`src/rtl/multicycle_control_unit.sv`:
```
// Multi-cycle MIPS main controller.
// Moore FSM driving a shared-ALU, single-memory datapath.
module multicycle_control_unit #(
    parameter bit MEM_WAIT_EN = 1'b1,
    parameter bit EXT_ISA     = 1'b1
) (
    input  logic       clk,
    input  logic       reset,
    input  logic [5:0] opcode,
    input  logic       mem_ready,
    output logic       IorD,
    output logic       mem_req,
    output logic       MemWrite,
    output logic       IRWrite,
    output logic       PCWrite,
    output logic       Branch,
    output logic       BranchNe,
    output logic [1:0] PCSrc,
    output logic       ALUSrcA,
    output logic [1:0] ALUSrcB,
    output logic       ImmZext,
    output logic [2:0] ALUOp,
    output logic       RegDst,
    output logic       MemtoReg,
    output logic       RegWrite,
    output logic       illegal_op,
    output logic [3:0] state
);

    typedef enum logic [3:0] {
        IDLE   = 4'd0,
        FETCH  = 4'd1,
        DECODE = 4'd2,
        MEMADR = 4'd3,
        MEMRD  = 4'd4,
        MEMWB  = 4'd5,
        MEMWR  = 4'd6,
        EXEC   = 4'd7,
        ALUWB  = 4'd8,
        IMMEX  = 4'd9,
        IMMWB  = 4'd10,
        BRANCH = 4'd11,
        JUMP   = 4'd12,
        TRAP   = 4'd13
    } state_t;

    state_t state_q;
    state_t state_d;

    logic rdy;
    logic is_rtype;
    logic is_lw;
    logic is_sw;
    logic is_beq;
    logic is_bne;
    logic is_addi;
    logic is_andi;
    logic is_ori;
    logic is_slti;
    logic is_j;

    // With wait states disabled, memory always completes in one cycle.
    assign rdy = MEM_WAIT_EN ? mem_ready : 1'b1;

    // Extended opcodes only count when the extended ISA is built in,
    // so without it they fall through to the trap.
    assign is_rtype = (opcode == 6'b000000);
    assign is_lw    = (opcode == 6'b100011);
    assign is_sw    = (opcode == 6'b101011);
    assign is_beq   = (opcode == 6'b000100);
    assign is_bne   = EXT_ISA && (opcode == 6'b000101);
    assign is_addi  = (opcode == 6'b001000);
    assign is_andi  = EXT_ISA && (opcode == 6'b001100);
    assign is_ori   = EXT_ISA && (opcode == 6'b001101);
    assign is_slti  = EXT_ISA && (opcode == 6'b001010);
    assign is_j     = (opcode == 6'b000010);

    assign state = state_q;

    // State register; reset abandons any instruction in flight.
    always_ff @(posedge clk or posedge reset) begin
        if (reset) begin
            state_q <= IDLE;
        end else begin
            state_q <= state_d;
        end
    end

    // Next-state and Moore output decode.
    always_comb begin
        state_d    = state_q;
        IorD       = 1'b0;
        mem_req    = 1'b0;
        MemWrite   = 1'b0;
        IRWrite    = 1'b0;
        PCWrite    = 1'b0;
        Branch     = 1'b0;
        BranchNe   = 1'b0;
        PCSrc      = 2'b00;
        ALUSrcA    = 1'b0;
        ALUSrcB    = 2'b00;
        ImmZext    = 1'b0;
        ALUOp      = 3'b000;
        RegDst     = 1'b0;
        MemtoReg   = 1'b0;
        RegWrite   = 1'b0;
        illegal_op = 1'b0;
        case (state_q)
            IDLE: begin
                state_d = FETCH;
            end
            FETCH: begin
                mem_req = 1'b1;
                ALUSrcB = 2'b01;
                IRWrite = rdy;
                PCWrite = rdy;
                if (rdy) begin
                    state_d = DECODE;
                end
            end
            DECODE: begin
                ALUSrcB = 2'b11;
                unique case (1'b1)
                    is_rtype:                  state_d = EXEC;
                    is_lw, is_sw:              state_d = MEMADR;
                    is_beq, is_bne:            state_d = BRANCH;
                    is_addi, is_andi,
                    is_ori, is_slti:           state_d = IMMEX;
                    is_j:                      state_d = JUMP;
                    default:                   state_d = TRAP;
                endcase
            end
            MEMADR: begin
                ALUSrcA = 1'b1;
                ALUSrcB = 2'b10;
                state_d = is_sw ? MEMWR : MEMRD;
            end
            MEMRD: begin
                IorD    = 1'b1;
                mem_req = 1'b1;
                if (rdy) begin
                    state_d = MEMWB;
                end
            end
            MEMWB: begin
                MemtoReg = 1'b1;
                RegWrite = 1'b1;
                state_d  = FETCH;
            end
            MEMWR: begin
                IorD     = 1'b1;
                mem_req  = 1'b1;
                MemWrite = 1'b1;
                if (rdy) begin
                    state_d = FETCH;
                end
            end
            EXEC: begin
                ALUSrcA = 1'b1;
                ALUOp   = 3'b010;
                state_d = ALUWB;
            end
            ALUWB: begin
                RegDst   = 1'b1;
                RegWrite = 1'b1;
                state_d  = FETCH;
            end
            IMMEX: begin
                ALUSrcA = 1'b1;
                ALUSrcB = 2'b10;
                unique case (1'b1)
                    is_andi: begin
                        ALUOp   = 3'b011;
                        ImmZext = 1'b1;
                    end
                    is_ori: begin
                        ALUOp   = 3'b100;
                        ImmZext = 1'b1;
                    end
                    is_slti: ALUOp = 3'b101;
                    default: ALUOp = 3'b000;
                endcase
                state_d = IMMWB;
            end
            IMMWB: begin
                RegWrite = 1'b1;
                state_d  = FETCH;
            end
            BRANCH: begin
                ALUSrcA  = 1'b1;
                ALUOp    = 3'b001;
                PCSrc    = 2'b01;
                Branch   = is_beq;
                BranchNe = is_bne;
                state_d  = FETCH;
            end
            JUMP: begin
                PCSrc   = 2'b10;
                PCWrite = 1'b1;
                state_d = FETCH;
            end
            TRAP: begin
                illegal_op = 1'b1;
                state_d    = FETCH;
            end
            default: begin
                state_d = IDLE;
            end
        endcase
    end

endmodule

```
`config.mk`:
```
export PLATFORM = sky130hd
export DESIGN_NAME = multicycle_control_unit
export DESIGN_NICKNAME = d
export VERILOG_FILES = /design/src/rtl/multicycle_control_unit.sv
export SDC_FILE = /design/constraint.sdc
export NUM_CORES = 1
export LEC_CHECK = 0
export ABC_CLOCK_PERIOD_IN_PS = 1100
export CORE_MARGIN = 3
export CORE_UTILIZATION = 34
export CTS_CLUSTER_DIAMETER = 30
export DETAILED_ROUTE_END_ITERATION = 12
export GPL_TIMING_DRIVEN = 0
export PLACE_DENSITY = 0.75
export SYNTH_ARGS = -nofsm -noshare
export SYNTH_HDL_FRONTEND = slang
export SYNTH_SLANG_ARGS = --single-unit
```
`constraint.sdc`:
```
create_clock -name clk -period 1.1 [get_ports clk]
set_input_delay 0.165 -clock clk [delete_from_list [all_inputs] [get_ports clk]]
set_output_delay 0.165 -clock clk [all_outputs]
set_load 0.02 [all_outputs]
```
==> results.txt <==
The flow ran to the end, but the final reports show violations. The analysis attributes to cell leakage a power of 0.648 nW. The logs give 1 for the depth of the CTS H-tree and 4 for the detailed-routing iteration count for the pre-antenna-repair pass. In this run the vertical extent of the chip is 47.9 um. The tools report the clock buffer count from CTS as 3. For the total via count in the routed design, the log shows 1128.

Of all cell types, the one taking the most synthesized area is sky130_fd_sc_hd__dfrtp_1. The startpoint identified for the worst register-to-register timing path is state[2]. For the initial antenna violation count, the log shows 0. Critical path's top delay family: simple AND/OR/NAND/NOR gates. The worst-margin pin slew is 0.375 ns.

Entering global routing, the biggest net connects 11 pins. The first-pass GRT wire length came out at 3640 um. For this run, design rule violations remaining after detail routing come to 0. The detailed-placement wirelength estimate was 1610 um. The count of buffers inserted at the top-level ports was 30. Of all nets on the critical path, the largest fanout is 5. The cell area that synthesis handed to floorplanning was 596 um^2.

The flip-flop count of the largest register after layout was 4; the effective utilization at floorplan was 37.8%. The power per standard cell area is 2390 nW/um^2, and the width of the die is 47.9 um. The maximum operating frequency is 557 MHz. Cell with the biggest individual delay on the critical path: sky130_fd_sc_hd__dfrtp_2.

The number of buffers and inverters on the critical path is 2. The design draws 3.65 mW. Routability-driven placement finished with a final weighted congestion of 0.776. Once detail routing completed, the nets flagged for antenna violations numbered 0.

The per-cell via count in the routed design is 6.75. The critical path goes through buf_4, nand2b_4, nor2_4, nand4_1, o22ai_2, buf_6. The share of flip-flops with an asynchronous set or reset is 100%. The count of final hold-check violations was 0; the final setup skew was 0.0124 ns.

The share of cells above drive strength 1 is 72.2%, and the diode insertion count for antenna repair is 0. The number of hold buffers added after CTS is 0, and the worst endpoint required time is 0.94 ns. TritonCTS built the clock tree. For the data arrival time of the critical path, the log shows 1.63 ns. The clock transition at the register clock pins on the worst setup and hold paths after CTS is 0.05 ns. In this design, the stage delay of the slowest critical-path cell is 0.43 ns. The count of yosys warnings during synthesis is 0.

The initialized floorplan defines 14 standard-cell rows. For the final routed database, the setup TNS stands at -11.42 ns. The worst setup path is captured at an output port. The logs give 167 for the final cell count without fillers and 1580 um^2 for the floorplan core area. Among all flip-flop cells after synthesis, the most frequent one is sky130_fd_sc_hd__dfrtp_1. The tools report the sink count of the clock tree as 4. Counting every net in the synthesized netlist gives 99. In this run the clock root is driven by a sky130_fd_sc_hd__clkbuf_4. The clock period minus final worst setup slack was 1.80 ns. The headroom to the max-slew limit is 74.9%. The worst reg-to-reg path cell count is 7. STA classifies the critical path startpoint as a flip-flop.

The run gives -0.43 ns as the reg-to-reg setup timing slack. Setup repair after global routing could not meet its margin everywhere. After detailed routing, the average wire length per cell comes to 25.2 um.

The final net count is 162. The setup violation total in the final timing report was 26. Of the available clock period, the critical path in the final layout requires 163%. By area the synthesized netlist is led by sky130_fd_sc_hd__dfrtp_1 17%, sky130_fd_sc_hd__nor2_1 7.6%, sky130_fd_sc_hd__nand2b_1 7.4%. The worst-case vdd ir drop was 1.96 mV; the post-synthesis average cell area was 6.62 um^2. The worst setup path is of the flip-flop to output port kind.

The die covers 2290 um^2. The filler cells instantiated in the layout total 28. Synthesis produced a netlist whose cell count is 90. The count of pins over their slew limit was 0.

The post-route core utilization is 96.7%, and the clock latency reported for the late side of the worst-skew pair is 0.25 ns. The synthesized design contains 0 enable-type register cells. Global routing finished with a remaining overflow of 0. 33 I/O pins were placed. Global routing used 23.0% of the available tracks across all layers. Counting instances in the post-synthesis netlist gives the leading cell types as 12 x sky130_fd_sc_hd__nor2_1, 7 x sky130_fd_sc_hd__nand2_1, 7 x sky130_fd_sc_hd__nand2b_1, 6 x sky130_fd_sc_hd__nor2b_1. The run gives 136 as the instance count after placement with tap cells included.

The detailed router finished its first iteration with 74 violations. After synthesis, the netlist uses 32 different library cells. The share of the Yosys chip area taken by registers is 16.8%. The tools report the worst-case clock buffer depth as 2. Counting flops and latches in the post-synthesis netlist gives 4. For the worst-case setup margin in the final layout, the log shows -0.696 ns. The run gives 835 as the via count of the first global-routing pass. Max-cap violations in this run came to 0. In the post-synthesis netlist, the cell with the most instances is sky130_fd_sc_hd__nor2_1. The final layout contains routed wiring with a total length of 4210 um.

The tightest min-delay check is of the input pin to asynchronous set/reset pin type. Share of Yosys cell area claimed by the top area cell type: 16.8%. From synthesis to final layout, the design area changed by 156%. Worst reg2reg path endpoint: state[1]. The checks that failed: setup timing.
metrics by stage:
step	cell area (um^2)	setup slack [ns]	hold WS (ns)
6_report	1530	-0.696	0.138
5_1_grt	1530	-0.714	0.129
4_1_cts	1350	-0.528	0.106
3_5_place_dp	1120	-1.08	0.365
3_3_place_gp	1120	-1.07	0.351
2_1_floorplan	797	-0.401	-0.0689
cell families (layout without fill, tap and decap cells):
family,after synthesis,after routing,share of synthesized area (%)
AO/OA/AOI/OAI,22,22,26.1
buffers and inverters,9,70,7.77
flip-flops,4,4,16.8
AND/OR/NAND/NOR,55,55,49.4
layout by cell type (no fill, tap or decap), drive strengths merged:
master / n
a31oi: 1
a211oi: 1
clkdlybuf4s50: 2
inv: 3
buf: 56
o2111ai: 1
nor3b: 2
nor2b: 6
dlygate4sd2: 4
o21ai: 3
o31ai: 2
a22oi: 1
a21boi: 1
o21a: 2
a21oi: 5
clkbuf: 3
nand4b: 2
or3: 2
nand4: 1
o22ai: 2
clkdlybuf4s15: 2
nand2b: 7
o32ai: 1
o311ai: 1
nor2: 12
nor4: 2
or2: 2
and3: 2
nand2: 7
nand3: 5
nor3: 4
o31a: 1
and2b: 1
dfrtp: 4
worst max-delay path by stage:
| stage | from | end | slack [ns] | cells past startpoint |
|---|---|---|---|---|
| floorplan | state[0] | Branch | -0.40 | 4 |
| global placement | opcode[4] | ALUOp[0] | -1.07 | 4 |
| detailed placement | opcode[2] | ALUOp[0] | -1.08 | 5 |
| CTS | state[1] | ALUOp[0] | -0.53 | 5 |
| global route | state[0] | ALUOp[1] | -0.71 | 6 |
| finish | state[0] | ALUOp[1] | -0.70 | 6 |
layout make-up:
class                           instances  area (um^2)  area share (%)
Multi-Input combinational cell         77          733            48.1
Inverter                                3         11.3           0.738
Timing Repair Buffer                   58          564            37.0
Clock buffer                            3         22.5            1.48
Sequential cell                         4          105            6.89
Tap cell                               16         20.0            1.31
Buffer                                  6         68.8            4.51
what timing repair did:
| item | CTS | global route |
|---|---|---|
| pin swaps | 15 | 12 |
| setup endpoints to repair | 28 | 27 |
| setup buffers | 17 | 15 |
| resized for setup | 151 | 33 |
power breakdown:
part | internal, mW | leakage [nW] | total (mW) | switching, mW
clock | 0.124 | 0.0138 | 0.212 | 0.0884
combinational | 1.54 | 0.589 | 3.10 | 1.56
sequential | 0.215 | 0.0455 | 0.337 | 0.122
metal layers:
metal | global-route usage [%] | wire length [um] | vias to the layer above | share of wire [%]
met5 | 0 | 0 | - | 0
met4 | 6.45 | 233 | 0 | 5.5
met3 | 5.64 | 416 | 34 | 9.9
met2 | 40.6 | 2100 | 115 | 50
met1 | 27.2 | 1460 | 527 | 35
li1 | - | - | 452 | -
Power figures use the tool's default switching activity.
==> RTL change 1: new RTL, same flow settings <==
`MEM_WAIT_EN`: 1'b1 -> 1'b0.
--- a/src/rtl/multicycle_control_unit.sv
+++ b/src/rtl/multicycle_control_unit.sv
@@ -3,3 +3,3 @@
 module multicycle_control_unit #(
-    parameter bit MEM_WAIT_EN = 1'b1,
+    parameter bit MEM_WAIT_EN = 1'b0,
     parameter bit EXT_ISA     = 1'b1
Formal check against the unedited RTL: not equivalent (a bounded check fails within 4 cycles, from zero or initial values and one cycle with reset high).
==> RTL change 1 against the original RTL <==
The flow now stops in global routing (5_1_grt); area after synthesis shrank 1.5%.
==> RTL change 1: results (changes against the original RTL) <==
H-Tree Depth: 1 (unchanged)
CTS root buffer: clkbuf_4
Syn. warnings: 0 (unchanged)
Yosys reg bits: 4 (unchanged)
cts bufs inserted: 3 (unchanged)
Syn Nets: 96 (-3.0%)
dpl hpwl: 1490 um (-7.5%)
Exit stage: global routing (5_1_grt)
clk buf depth: 2 (unchanged)
library cells used by synthesis: 39 (+22%)
WEP type: output port
outcome: did not finish
post-synthesis sequential area ratio: 0.171 (+0.00251)
top_reg_cell synth: dfrtp_1
Synth top cells by count: nor2_1, nor3_1, buf_2, nand2b_1
Log Error: [ERROR DPL-0038] Utilization greater than 100%, impossible to legalize
GPL Wtd Cong: 0.803 (+3.5%)
top cells by area, synth: dfrtp_1, nor3_1, nor2_1
GRT worst endpoint: ALUOp[0]
async set-reset flop share out of synthesis: 1.00 (unchanged)
IO Port Bufs: 26 (-13%)
pin count of the biggest net entering global routing: 11
[RTL change 1: changes by cell type after synthesis, sizes merged, moves of 3 or more]
cell and delta:
nor2b -4, nand2 -3, nor3 +5, nand3 -4
[RTL change 1: through the flow]
step | setup TNS (ps) | worst slack, ps | instances | util | cell area (sq um)
after global placement | -16070 | -1140 | 129 | 0.675 | 1050
after floorplan | -5000 | -455 | 87 | - | 772
after CTS | -10630 | -605 | 153 | 0.889 | 1390
after detailed placement | -16290 | -1140 | 129 | 0.675 | 1050
[RTL change 1: timing repair]
action / 4_1_cts
resized for setup: 164
pin swaps: 10
hold endpoints to repair: 0
setup buffers: 21
setup endpoints to repair: 28
[RTL change 1: cells by family after synthesis]
family                 after synthesis  synth area share
AND/OR/NAND/NOR                     49             0.469
AO/OA/AOI/OAI                       18             0.207
buffers and inverters               13             0.107
flip-flops                           4             0.171
XOR/XNOR                             2            0.0299
multiplexers                         1            0.0171
==> RTL change 2: new RTL, config.mk and constraints unchanged <==
Without the edit above. Make the reset (`reset`) synchronous in one clocked block.
--- a/src/rtl/multicycle_control_unit.sv
+++ b/src/rtl/multicycle_control_unit.sv
@@ -80,3 +80,3 @@
     // State register; reset abandons any instruction in flight.
-    always_ff @(posedge clk or posedge reset) begin
+    always_ff @(posedge clk) begin
         if (reset) begin
Formal check against the unedited RTL: differs if reset is asserted again (counterexample within 4 cycles, from zero or initial values and one cycle with reset high); with reset held inactive, the same outputs for 10 cycles.
==> RTL change 2 against the original RTL <==
The flow still finishes with violations (setup timing); register-to-register slack better by 40 ps; highest routed layer unchanged; sequential cell count stayed put; wire length is 14% lower; count of clock-buffer cells in the layout stayed put; design area is 6.7% higher; largest cell class unchanged; worst setup slack better by 140 ps; area after synthesis is 9.0% higher; fmax is 8.6% higher.
Power is left out: it rests on default switching activity, and per cell area and clock period it moved more than threefold.
==> RTL change 2: results (changes against the original RTL) <==
setup TNS: -9960 ps (+1460 ps)
Synth top cells by count: nor2_1, a21oi_1, nand2b_1
Hold WC Path Type: input pin to flip-flop
flop2flop setup slack: -390 ps (+40 ps)
total track usage: 0.270 (+0.0405)
final worst setup slack: -554 ps (+142 ps)
filler cell count in the final layout: 70 (+150%)
library cells used by synthesis: 36 (+13%)
async set-reset flop share out of synthesis: 0 (-1.00)
GR Util met2: 0.487 (+0.0805)
GPL Wtd Cong: 0.803 (+3.4%)
FF-to-FF path depth: 8 (+1)
Worst path max stage delay: 330 ps (-100 ps)
M3 GR Usage: 0.0423 (-0.0141)
Rel. slew slack: 0.667 (-0.0822)
global routing usage on met1: 0.321 (+0.0496)
post-synthesis sequential area ratio: 0.123 (-0.0448)
first-pass GRT wire length: 5200 um (+43%)
Reg-to-Reg End: state[0]$_SDFFE_PP0P_
clock skew: 4.25 ps (-8.14 ps)
DR WL met2: 1830 um (-13%)
Final Setup Violations: 24 (-7.7%)
Clock Latency Late Sink: 240 ps
Final #Nets: 166 (+2.5%)
post-CTS resize count: 160 (+6.0%)
initial drt markers: 29 (-61%)
Vias: 1,069 (-5.2%)
setup bufs post-CTS: 22 (+5)
outcome: complete, but fails checks
Post-Route M1 WL: 1520 um (+4.1%)
reg2reg start: state[1]$_SDFFE_PP0P_
layout cells sized above 1: 0.768 (+0.0459)
failing checks: setup timing
top cells by area, synth: dfxtp_1, nor2_1, nand2b_1
metal3 WL: 182 um (-56%)
crit path max fanout: 4 (-1)
CP max stage cell: dfxtp_4
==> RTL change 2: cell types whose count changed after synthesis, sizes merged, moves of 3 or more <==
cell,before,now
nor2b,6,3
nand3,5,2
buf,5,8
nand3b,0,3
dfxtp,0,4
dfrtp,4,0
a21oi,5,8
==> RTL change 2: tightest hold or removal path: stages <==
cell and delay, ps:
buf_2 140, o21ai_2 70, a21oi_2 100
==> RTL change 2: through the flow <==
stage | std cells | worst slack (ps) | hold WS [ps] | instance area, sq um
finish | 180 | -554 | 273 | 1630
global route | 180 | -570 | 291 | 1630
CTS | 174 | -524 | 368 | 1550
detailed placement | 149 | -1200 | 615 | 1220
global placement | 149 | -1170 | 604 | 1220
floorplan | 94 | -273 | 218 | 892
==> RTL change 2: worst max path at each step <==
stage                     startpoint  endpoint  slack [ps]  cells past startpoint
6_report       state[1]$_SDFFE_PP0P_  ALUOp[1]        -550                      6
5_1_grt        state[1]$_SDFFE_PP0P_    Branch        -570                      5
4_1_cts        state[1]$_SDFFE_PP0P_  ALUOp[1]        -520                      6
3_5_place_dp               opcode[5]  ALUOp[1]       -1200                      6
3_3_place_gp               opcode[5]  ALUOp[1]       -1170                      6
2_1_floorplan  state[1]$_SDFFE_PP0P_  ALUOp[1]        -270                      5
==> RTL change 2: cell families after synthesis <==
logic type             share of synthesized area
AO/OA/AOI/OAI                              0.339
XOR/XNOR                                  0.0270
buffers and inverters                      0.110
flip-flops                                 0.123
AND/OR/NAND/NOR                            0.401
==> RTL change 2: layout make-up <==
cell class              instances  area [sq um]  area share
clock buffers                   3          22.5      0.0138
flip-flops and latches          4          95.1      0.0584
well taps                      25          31.3      0.0192
plain buffers                   9           118      0.0723
inverters                       4          15.0     0.00922
multi-input cells              77           835       0.513
repair buffers                 58           512       0.314
